## config.mk

```make
export PLATFORM = sky130hd
export DESIGN_NAME = a_b_src_flat
export DESIGN_NICKNAME = d
export VERILOG_FILES = /design/src/rtl/a_b_src_if.sv /design/src/rtl/a_b_src.sv /design/src/flat_wrapper.sv
export SDC_FILE = /design/constraint.sdc
export NUM_CORES = 1
export LEC_CHECK = 0
export CAP_MARGIN = 20
export CORE_MARGIN = 5
export CORE_UTILIZATION = 50
export DETAILED_ROUTE_END_ITERATION = 12
export PLACE_DENSITY = 0.73
export RECOVER_POWER = 50
export SLEW_MARGIN = 25
export SYNTH_ARGS = -nofsm -noshare
export SYNTH_HDL_FRONTEND = slang
export SYNTH_SLANG_ARGS = --single-unit
```

## constraint.sdc

```tcl
create_clock -name clk -period 3.85 [get_ports clk]
set_clock_uncertainty 0.2 [all_clocks]
set_input_delay 0.5775 -clock clk [delete_from_list [all_inputs] [get_ports clk]]
set_output_delay 0.5775 -clock clk [all_outputs]
set_load 0.005 [all_outputs]
```

## src/rtl/a_b_src_if.sv

```systemverilog
// Upstream FIFO port and downstream credit link of a_b_src, grouped as one bundle.
interface a_b_src_if;
    logic [13:0] in_data;
    logic        in_vld;
    logic        in_rdy;
    logic [13:0] a_b_0;
    logic        a_b_1;
    logic [3:0]  b_a_0;
    logic        b_a_1;
    logic [3:0]  credit_cnt;
    logic        cr_err;

    // The credit source itself.
    modport master (
        input  in_data, in_vld, b_a_0, b_a_1,
        output in_rdy, a_b_0, a_b_1, credit_cnt, cr_err
    );

    // The surrounding environment (upstream producer plus downstream consumer).
    modport slave (
        output in_data, in_vld, b_a_0, b_a_1,
        input  in_rdy, a_b_0, a_b_1, credit_cnt, cr_err
    );
endinterface

```

## src/rtl/a_b_src.sv

```systemverilog
// Credit-based source: buffers upstream words in a small FIFO and forwards one
// word per edge to the downstream consumer while credits remain.
module a_b_src #(
    parameter int unsigned CREDITS = 8,
    parameter int unsigned DEPTH   = 4
) (
    input  logic  clk,
    input  logic  rst,
    a_b_src_if.master bus
);
    localparam int unsigned AW = (DEPTH > 1) ? $clog2(DEPTH) : 1;
    localparam int unsigned CW = AW + 1;

    logic [13:0]   mem_q [DEPTH];
    logic [AW-1:0] wr_ptr_q, wr_ptr_d;
    logic [AW-1:0] rd_ptr_q, rd_ptr_d;
    logic [CW-1:0] count_q, count_d;
    logic [3:0]    credit_q, credit_d;
    logic          err_q, err_d;
    logic [13:0]   out_data_q, out_data_d;
    logic          out_vld_q, out_vld_d;

    logic          push, pop;
    logic [4:0]    cr_sum;

    // Readiness depends only on registered count; a same-cycle pop never frees a full FIFO.
    assign bus.in_rdy     = (count_q != CW'(DEPTH));
    assign push           = bus.in_vld & bus.in_rdy;
    // Send uses the registered credit, so a return at zero credit only enables the next edge.
    assign pop            = (count_q != '0) && (credit_q != 4'd0);

    assign bus.a_b_0      = out_data_q;
    assign bus.a_b_1      = out_vld_q;
    assign bus.credit_cnt = credit_q;
    assign bus.cr_err     = err_q;

    // Next-state for FIFO bookkeeping, outgoing word, and credit accounting.
    always_comb begin
        wr_ptr_d   = push ? wr_ptr_q + AW'(1) : wr_ptr_q;
        rd_ptr_d   = pop  ? rd_ptr_q + AW'(1) : rd_ptr_q;
        count_d    = count_q;
        if (push && !pop) begin
            count_d = count_q + CW'(1);
        end else if (!push && pop) begin
            count_d = count_q - CW'(1);
        end
        out_vld_d  = pop;
        out_data_d = pop ? mem_q[rd_ptr_q] : out_data_q;

        // Credit never underflows: pop requires credit_q > 0. Max sum 15+15 fits in 5 bits.
        cr_sum     = {1'b0, credit_q} - {4'd0, pop} + (bus.b_a_1 ? {1'b0, bus.b_a_0} : 5'd0);
        err_d      = err_q;
        if (cr_sum > 5'(CREDITS)) begin
            credit_d = 4'(CREDITS);
            err_d    = 1'b1;
        end else begin
            credit_d = cr_sum[3:0];
        end
    end

    // Control and output registers, synchronously reset.
    always_ff @(posedge clk) begin
        if (rst) begin
            wr_ptr_q   <= '0;
            rd_ptr_q   <= '0;
            count_q    <= '0;
            credit_q   <= 4'(CREDITS);
            err_q      <= 1'b0;
            out_data_q <= '0;
            out_vld_q  <= 1'b0;
        end else begin
            wr_ptr_q   <= wr_ptr_d;
            rd_ptr_q   <= rd_ptr_d;
            count_q    <= count_d;
            credit_q   <= credit_d;
            err_q      <= err_d;
            out_data_q <= out_data_d;
            out_vld_q  <= out_vld_d;
        end
    end

    // FIFO storage; contents are don't-care until written, so no reset needed.
    always_ff @(posedge clk) begin
        if (push && !rst) begin
            mem_q[wr_ptr_q] <= bus.in_data;
        end
    end
endmodule

```

## src/flat_wrapper.sv

```systemverilog
// flat-port wrapper written by rule: the top's interface ports become plain ports
module a_b_src_flat 
#(
    parameter int unsigned CREDITS = 8,
    parameter int unsigned DEPTH   = 4
)
  (clk, rst, bus_in_data, bus_in_vld, bus_b_a_0, bus_b_a_1, bus_in_rdy, bus_a_b_0, bus_a_b_1, bus_credit_cnt, bus_cr_err);
  a_b_src_if bus_i ();
  input  logic clk;
  input  logic rst;
  input wire logic [$bits(bus_i.in_data)-1:0] bus_in_data;
  input wire logic [$bits(bus_i.in_vld)-1:0] bus_in_vld;
  input wire logic [$bits(bus_i.b_a_0)-1:0] bus_b_a_0;
  input wire logic [$bits(bus_i.b_a_1)-1:0] bus_b_a_1;
  output wire logic [$bits(bus_i.in_rdy)-1:0] bus_in_rdy;
  output wire logic [$bits(bus_i.a_b_0)-1:0] bus_a_b_0;
  output wire logic [$bits(bus_i.a_b_1)-1:0] bus_a_b_1;
  output wire logic [$bits(bus_i.credit_cnt)-1:0] bus_credit_cnt;
  output wire logic [$bits(bus_i.cr_err)-1:0] bus_cr_err;
  assign bus_i.in_data = bus_in_data;
  assign bus_i.in_vld = bus_in_vld;
  assign bus_i.b_a_0 = bus_b_a_0;
  assign bus_i.b_a_1 = bus_b_a_1;
  assign bus_in_rdy = bus_i.in_rdy;
  assign bus_a_b_0 = bus_i.a_b_0;
  assign bus_a_b_1 = bus_i.a_b_1;
  assign bus_credit_cnt = bus_i.credit_cnt;
  assign bus_cr_err = bus_i.cr_err;
  a_b_src #(.CREDITS(CREDITS), .DEPTH(DEPTH)) u_core (.clk(clk), .rst(rst), .bus(bus_i));
endmodule
```

Word-level counts from Yosys, hierarchy flattened
Memories as Yosys holds them, arrays and structs flattened. A register that Yosys moved wholly into a read port is not among the register bits.
Index checks and enable logic that the tools add are counted.
- word-level logic and storage cells: 32
- memory bits (writable): 56
- input bits: 22
- bits in registers: 13
- output and inout bits: 21
- memories kept: 1
- memory list (name ; depth ; bits a word ; read ports ; clocked after memory_dff ; wr ports ; RTL line ; RTL):
    u_core.mem_q ; 4 ; 14 ; 1 ; 1 ; 1 ; a_b_src.sv:14 ; logic [13:0] mem_q [DEPTH];
- magnitude comparators: 1
- mux-type cells: 5
- equal/unequal tests: 1
- add/subtract/negate cells: 6
- reduce and logical (&&, ||, !) cells: 11
- bitwise gates (word level): 1
- operators with widths (cell ; count):
    $mux W3 ; 2
    $add A5 B5 Y5 ; 1
    $gt A5 B4 Y1 const B ; 1
    $sub A4 B1 Y5 ; 1
    $add A2 B1 Y2 const B ; 2
    $logic_and A1 B1 Y1 ; 4
    $mux W4 ; 1
    $reduce_bool A4 Y1 ; 1
    $add A3 B1 Y3 const B ; 1
    $logic_not A1 Y1 ; 3
    $ne A3 B3 Y1 const B ; 1
    $reduce_bool A3 Y1 ; 1
    $sub A3 B1 Y3 const B ; 1
    $mux W1 ; 2
    $reduce_bool A2 Y1 ; 1
    $reduce_or A2 Y1 ; 1
    $and A1 B1 Y1 ; 1

Longest topological paths before layout
Gate-level depths: netlist of the first run.
- depth after elaboration: 6
- mapped depth: 12
- mapped depth without buffers: 11

Worst setup path before layout of the first run
OpenSTA, ideal clock, no wires.
- path kind: reg-to-reg
- from: reg u_core.credit_q[0] (netlist: u_core.bus.credit_cnt[0])
- to: reg u_core.err_q (netlist: u_core.bus.cr_err)
- data arrival time: 2929 ps
- library setup time: 120 ps
- setup slack: 601 ps
- period minus slack after synthesis: 3249 ps
- required time: 3530 ps
- buffers on the path: 1
- stages on the path, launching flop included: 13
- cells stage by stage: dfxtp_1 or4_4 o31ai_4 inv_2 buf_6 ha_1 inv_1 ha_1 fa_1 xor2_1 o32a_1 o21a_1 o31a_1
- longest elaborated chain between the ends: 5
- ends and longest elaborated chain (element ; RTL line ; RTL):
    start: declaration ; a_b_src.sv:18 ; logic [3:0] credit_q, credit_d;
    start signal: assignment ; a_b_src.sv:67 ; credit_q <= 4'(CREDITS);
    start signal: assignment ; a_b_src.sv:75 ; credit_q <= credit_d;
    $reduce_bool A4 Y1 ; a_b_src.sv:30 ; assign pop = (count_q != '0) && (credit_q != 4'd0);
    $logic_and A1 B1 Y1 ; a_b_src.sv:30 ;
    named net u_core.out_vld_d ; a_b_src.sv:21 ; logic out_vld_q, out_vld_d;
    $sub A4 B1 Y5 ; a_b_src.sv:51 ; cr_sum = {1'b0, credit_q} - {4'd0, pop} + (bus.b_a_1 ? {1'b0, bus.b_a_0} : 5'd0);
    $add A5 B5 Y5 ; a_b_src.sv:51 ;
    $gt A5 B4 Y1 ; a_b_src.sv:53 ; if (cr_sum > 5'(CREDITS)) begin
    end signal: assignment ; a_b_src.sv:76 ; err_q <= err_d;
    end: declaration ; a_b_src.sv:19 ; logic err_q, err_d;
The timed path passes the listed nets, and every way through them passes these cells.
A chain may end at the register's enable or synchronous reset.

Worst setup path in the final report of the first run
- from: reg u_core.count_q[0]
- to: reg u_core.err_q (netlist: u_core.bus.cr_err)
- longest elaborated chain between the ends: 5
- ends and longest elaborated chain (element ; RTL line ; RTL):
    start: declaration ; a_b_src.sv:17 ; logic [CW-1:0] count_q, count_d;
    start signal: assignment ; a_b_src.sv:74 ; count_q <= count_d;
    $reduce_bool A3 Y1 ; a_b_src.sv:30 ;
    $logic_and A1 B1 Y1 ; a_b_src.sv:30 ;
    $sub A4 B1 Y5 ; a_b_src.sv:51 ;
    $add A5 B5 Y5 ; a_b_src.sv:51 ;
    $gt A5 B4 Y1 ; a_b_src.sv:53 ;
No other way between the ends.

==> results of run 1 <==
[registers in the layout, indices dropped and copies added (netlist names)]
register	cells
u_core.bus.a_b_0	14
u_core.mem_q	56
u_core.bus.credit_cnt	4
u_core.count_q	3
u_core.rd_ptr_q	2
u_core.wr_ptr_q	2
u_core.bus.cr_err	1
u_core.bus.a_b_1	1
[cell usage after synthesis, drive strengths merged (3+ instances only)]
cell	n	share of area, %
nand2	33	3.7
buf	6	1.3
edfxtp	56	50
a21oi	17	2.5
dfxtp	27	16
ha	13	4.8
and2	5	0.93
xor2	5	1.3
xnor2	3	0.78
nor2	9	1.0
inv	18	2.0
mux4	14	9.4
[metrics by stage]
stage               power, mW  cell area, sq um  setup WS (ps)  hold slack (ps)
floorplan                1.82              3360            601              253
global placement         2.11              3840            639              243
detailed placement       2.13              3840            595              246
CTS                      2.81              4060            545              258
global route             2.94              4060            326              282
finish                   2.76              4060            563              253
[critical path, cell delays in order, from the launching register on]
cell,delay [ps]
dfxtp_1,400
o31ai_4,710
inv_2,70
ha_1,300
inv_1,40
ha_1,210
fa_1,410
xor2_1,190
o32a_1,290
o21a_1,130
o31a_1,240
[report_power, final]
group	switching (mW)	internal, mW
logic	0.400	0.469
registers	0.134	1.09
clock network	0.312	0.361
[cell usage in the layout, fill, tap and decap left out, types with 2 or more instances in the layout]
cell              n
nor4b_1           2
or3_1             2
mux4_2           14
buf_4             2
xor2_1            5
inv_1            17
ha_1             13
dfxtp_1          27
dlygate4sd3_1    20
and2_1            5
clkdlybuf4s50_1  22
o21ai_0           2
fa_1              2
xnor2_1           3
nor2_1            9
clkbuf_8         10
edfxtp_1         56
nand2_1          33
a21oi_1          17
[cells by family after synthesis]
logic type,synth area share (%)
adder cells (fa/ha/maj),6.04
AO/OA/AOI/OAI,4.96
XOR/XNOR,2.09
flip-flops,66.2
buffers and inverters,3.54
AND/OR/NAND/NOR,7.46
multiplexers,9.69
[routing by layer]
layer  routed length, microns  vias to the layer above  GRT usage (%)
li1                         -                      924              -
met1                     2560                      918           18.4
met2                     3070                       55           25.9
met3                      298                        9           4.17
met4                      100                        0           7.43
met5                        0                        -              0
[final timing paths]
path	endpoint	slack [ps]	cells after the start
worst max-delay path	u_core.bus.cr_err	560	10
worst min-delay path	u_core.bus.a_b_0[5]	250	2
worst max register to register	u_core.bus.cr_err	560	10
worst min register to register	u_core.bus.a_b_0[5]	250	2
[cell type report]
cell class	count	share of cell area, %
sequential	83	54.8
multi-input combinational	119	25.0
timing repair buffer	44	10.7
clock buffer	12	4.10
tap	77	2.37
inverter	18	1.67
clock inverter	4	1.36
==> flow_summary.toml, run 1 <==
[outcome]
outcome = "complete, no violations"

[finish]
register_area_sq_um = 2220
drive_gt1_share_pct = 12.5
nets = 312
fillers = 481
finalNonFillerCells = 357
area_delta_synth_final_pct = 20.9
multiInputGateArea_sq_um = 1010
num_antenna_cells = 0
fin_util_pct = 63.2

[grt]
grt_max_degree = 28
grt_first_pass_wirelength_microns = 9810
track_usage_pct = 15.4
globalRouteOverflowTotal = 0
first_global_vias = 1985
antenna_found_initial = 0

[worst_setup_path]
cp.required_ps = 3890
crit_arrival_ps = 3330
crit_path_start = "u_core.count_q[0]"
worstSetupStartpointType = "flop"
cp_max_fo = 17
crit_type = "reg -> reg"
endpoint_kind = "flop"
r2r_start = "u_core.count_q[0]"

[die]
dieWidth_microns = 91.9
fp.coreArea_sq_um = 6420
ioPinCount = 43
die_h_microns = 91.9
die_area_sq_um = 8450
initial_utilization_pct = 52.3
rows = 29

[power_and_ir_drop]
leakage_nw = 1.47
power.density_nw_per_um2 = 681
irDropWorstVdd_mv = 0.408

[yosys]
ys_seq_area_share_pct = 66.2
ys_warn_count = 0
syn_inst = 228
synth-seq-cells = 83
synth_cell_type_count = 33
ys.flop_type = "edfxtp_1"
synth_edf_count = 56
syn-num-nets = 265
syn-mean-instance-area_sq_um = 14.7
mappedNetlistArea_sq_um = 3360
ys_async_sr_fraction_pct = 0

[hold_path]
min_path_type = "reg -> reg"
worstHoldStart = "u_core.bus.a_b_0[5]"

[route]
ant_nets = 0
vias_per_cell = 5.34
vias = 1906
wl_per_cell_microns = 16.9
wl_microns = 6030
drc = 0
drt_iter0_drc = 84
first_pass_iters = 4

[sta]
tns_ps = 0
period_needed_ps = 3290
slew_headroom_pct = 30.1
max_freq_mhz = 304
min_period_over_period_pct = 85.4
drv_slew = 0
tightest_slew_ps = 1050
rsz0062_at_grt = "no"
setup_violations = 0
hold_viol_final = 0

[clock_tree]
cts_made_buffers = 9
insertion_delay_ps = 350
clk_pin_slew_ps = 80
ctsResizeCount = 0
root_buffer = "clkbuf_8"
holdBufCountCts = 0
clockBufferDepth = 2
htreeDepth = 3
post-cts-setup-buffer-count = 0
cts_tree = "done"
clock-sinks = 83

[placement]
place_congestion = 0.854
io_buffers = 42
dpl.hpwl_microns = 3870
dp.cells = 341

[job]
maxCapViolCount = 0
No activity file was read; power rests on OpenSTA's default activity.
==> run 2, diff against run 1 <==
--- a/config.mk
+++ b/config.mk
@@ -5,13 +5,13 @@
 export SDC_FILE = /design/constraint.sdc
 export NUM_CORES = 1
 export LEC_CHECK = 0
+export ABC_CLOCK_PERIOD_IN_PS = 3850
 export CAP_MARGIN = 20
 export CORE_MARGIN = 5
 export CORE_UTILIZATION = 50
 export DETAILED_ROUTE_END_ITERATION = 12
 export PLACE_DENSITY = 0.73
 export RECOVER_POWER = 50
-export SLEW_MARGIN = 25
 export SYNTH_ARGS = -nofsm -noshare
 export SYNTH_HDL_FRONTEND = slang
 export SYNTH_SLANG_ARGS = --single-unit
==> run 2 against run 1 <==
Against the previous run: sequential share of layout area down 0.10 points; final area up 0.19%; register-to-register slack worse by 40 ps; sequential power about the same; flip-flop and latch count unchanged; fmax down 1.2%; first-iteration DRC count down 6.0%; final cell count up 0.28%; worst hold slack about the same; die area unchanged; critical path depth up 1; largest cell class unchanged; critical path type unchanged.
==> flow_summary.toml, run 2 (synthesis gave the netlist of run 1 again) <==
[outcome]
outcome = "complete, no violations"

[finish]
drive_gt1_share_pct = 12.1
nets = 313
final_common_cell = "edfxtp_1"
layout_common_cells = "edfxtp_1, nand2_1, dfxtp_1"
largest_reg_flops = 56
num_antenna_cells = 0
area_delta_synth_final_pct = 21.1
fin_util_pct = 63.3
regMostFlops = "u_core.mem_q"

[route]
wl_per_cell_microns = 16.8
drt_iter0_drc = 79
vias = 1897
ant_nets = 0
vias_per_cell = 5.30
drc = 0
wl_microns = 6030
first_pass_iters = 4

[sta]
drv_slew = 0
fin_hold_ws_ps = 253
hold_viol_final = 0
min_period_over_period_pct = 86.4
slew_headroom_pct = 47.7
max_freq_mhz = 301
tns_ps = 0
tightest_slew_ps = 785
setup_violations = 0
fin_ws_ps = 522
period_needed_ps = 3330
rsz0062_at_grt = "no"

[power_and_ir_drop]
leakage_nw = 1.47
power.density_nw_per_um2 = 680
power_mw = 2.77
irDropWorstVdd_mv = 0.407

[clock_tree]
root_buffer = "clkbuf_8"
ctsResizeCount = 0
post-cts-setup-buffer-count = 0
clockBufferDepth = 2
cts_tree = "done"
clock-sinks = 83
insertion_delay_ps = 350
clk_pin_slew_ps = 80
holdBufCountCts = 0
cts_made_buffers = 9
htreeDepth = 3

[worst_setup_path]
worstSetupStartpointType = "flop"
cp.required_ps = 3890
r2r_end = "u_core.bus.cr_err"
crit_path_start = "u_core.bus.credit_cnt[0]"
cp_max_fo = 17
r2r_start = "u_core.bus.credit_cnt[0]"
crit_end = "u_core.bus.cr_err"
r2r_cells = 11
crit_type = "reg -> reg"
crit_arrival_ps = 3370
endpoint_kind = "flop"
ff2ff_setup_slack_ps = 520

[die]
ioPinCount = 43
die_h_microns = 91.9
initial_utilization_pct = 52.3
dieWidth_microns = 91.9
rows = 29
fp.coreArea_sq_um = 6420
die_area_sq_um = 8450

[placement]
post-place-ws_ps = 595
dpl.hpwl_microns = 3870
place_congestion = 0.854
io_buffers = 42

[grt]
globalRouteOverflowTotal = 0
first_global_vias = 1985
track_usage_pct = 15.4
grt_max_degree = 28
antenna_found_initial = 0
grt_first_pass_wirelength_microns = 9810

[hold_path]
min_path_type = "reg -> reg"

[job]
maxCapViolCount = 0
## run 2: layout make-up
cell class | count | area [sq um]
Fill cell | 481 | 2360
Sequential cell | 83 | 2220
Multi-Input combinational cell | 119 | 1010
Timing Repair Buffer | 45 | 447
Clock buffer | 12 | 166
Tap cell | 77 | 96.3
Inverter | 18 | 67.6
Clock inverter | 4 | 55.1
## run 2: worst min path at each step
| stage | to | depth (start not counted) | start |
|---|---|---|---|
| after floorplan | u_core.bus.a_b_0[0] | 2 | u_core.bus.a_b_0[0] |
| after global placement | u_core.bus.a_b_0[5] | 2 | u_core.bus.a_b_0[5] |
| after detailed placement | u_core.bus.a_b_0[5] | 2 | u_core.bus.a_b_0[5] |
| after CTS | u_core.bus.a_b_0[5] | 2 | u_core.bus.a_b_0[5] |
| after global routing | u_core.bus.a_b_0[4] | 2 | u_core.bus.a_b_0[4] |
| final | u_core.bus.a_b_0[5] | 2 | u_core.bus.a_b_0[5] |
## run 2: where the power goes
group | switching, mW | internal [mW] | total [mW]
Combinational | 0.419 | 0.472 | 0.890
Clock | 0.311 | 0.361 | 0.671
Sequential | 0.116 | 1.09 | 1.20
## run 2: critical path: stages (launching register included)
cell and delay (ps):
dfxtp_1 320, or4_1 610, o31ai_4 230, inv_2 70, ha_1 300, inv_1 40, ha_1 210, fa_1 410
xor2_1 190, o32a_1 290, o21a_1 130, o31a_1 240
## run 2: stage by stage
| step | instances | instance area (sq um) |
|---|---|---|
| finish | 358 | 4070 |
| global route | 358 | 4070 |
| CTS | 357 | 4060 |
| detailed placement | 341 | 3840 |
| global placement | 341 | 3840 |
| floorplan | 228 | 3360 |
## run 2: per-layer routing
layer | vias up | track usage [%] | part of all wire [%]
met3 | 9 | 4.17 | 6.0
li1 | 925 | - | -
met1 | 906 | 18.4 | 42
met4 | 0 | 7.43 | 1.6
met5 | - | 0 | 0
met2 | 57 | 25.9 | 50
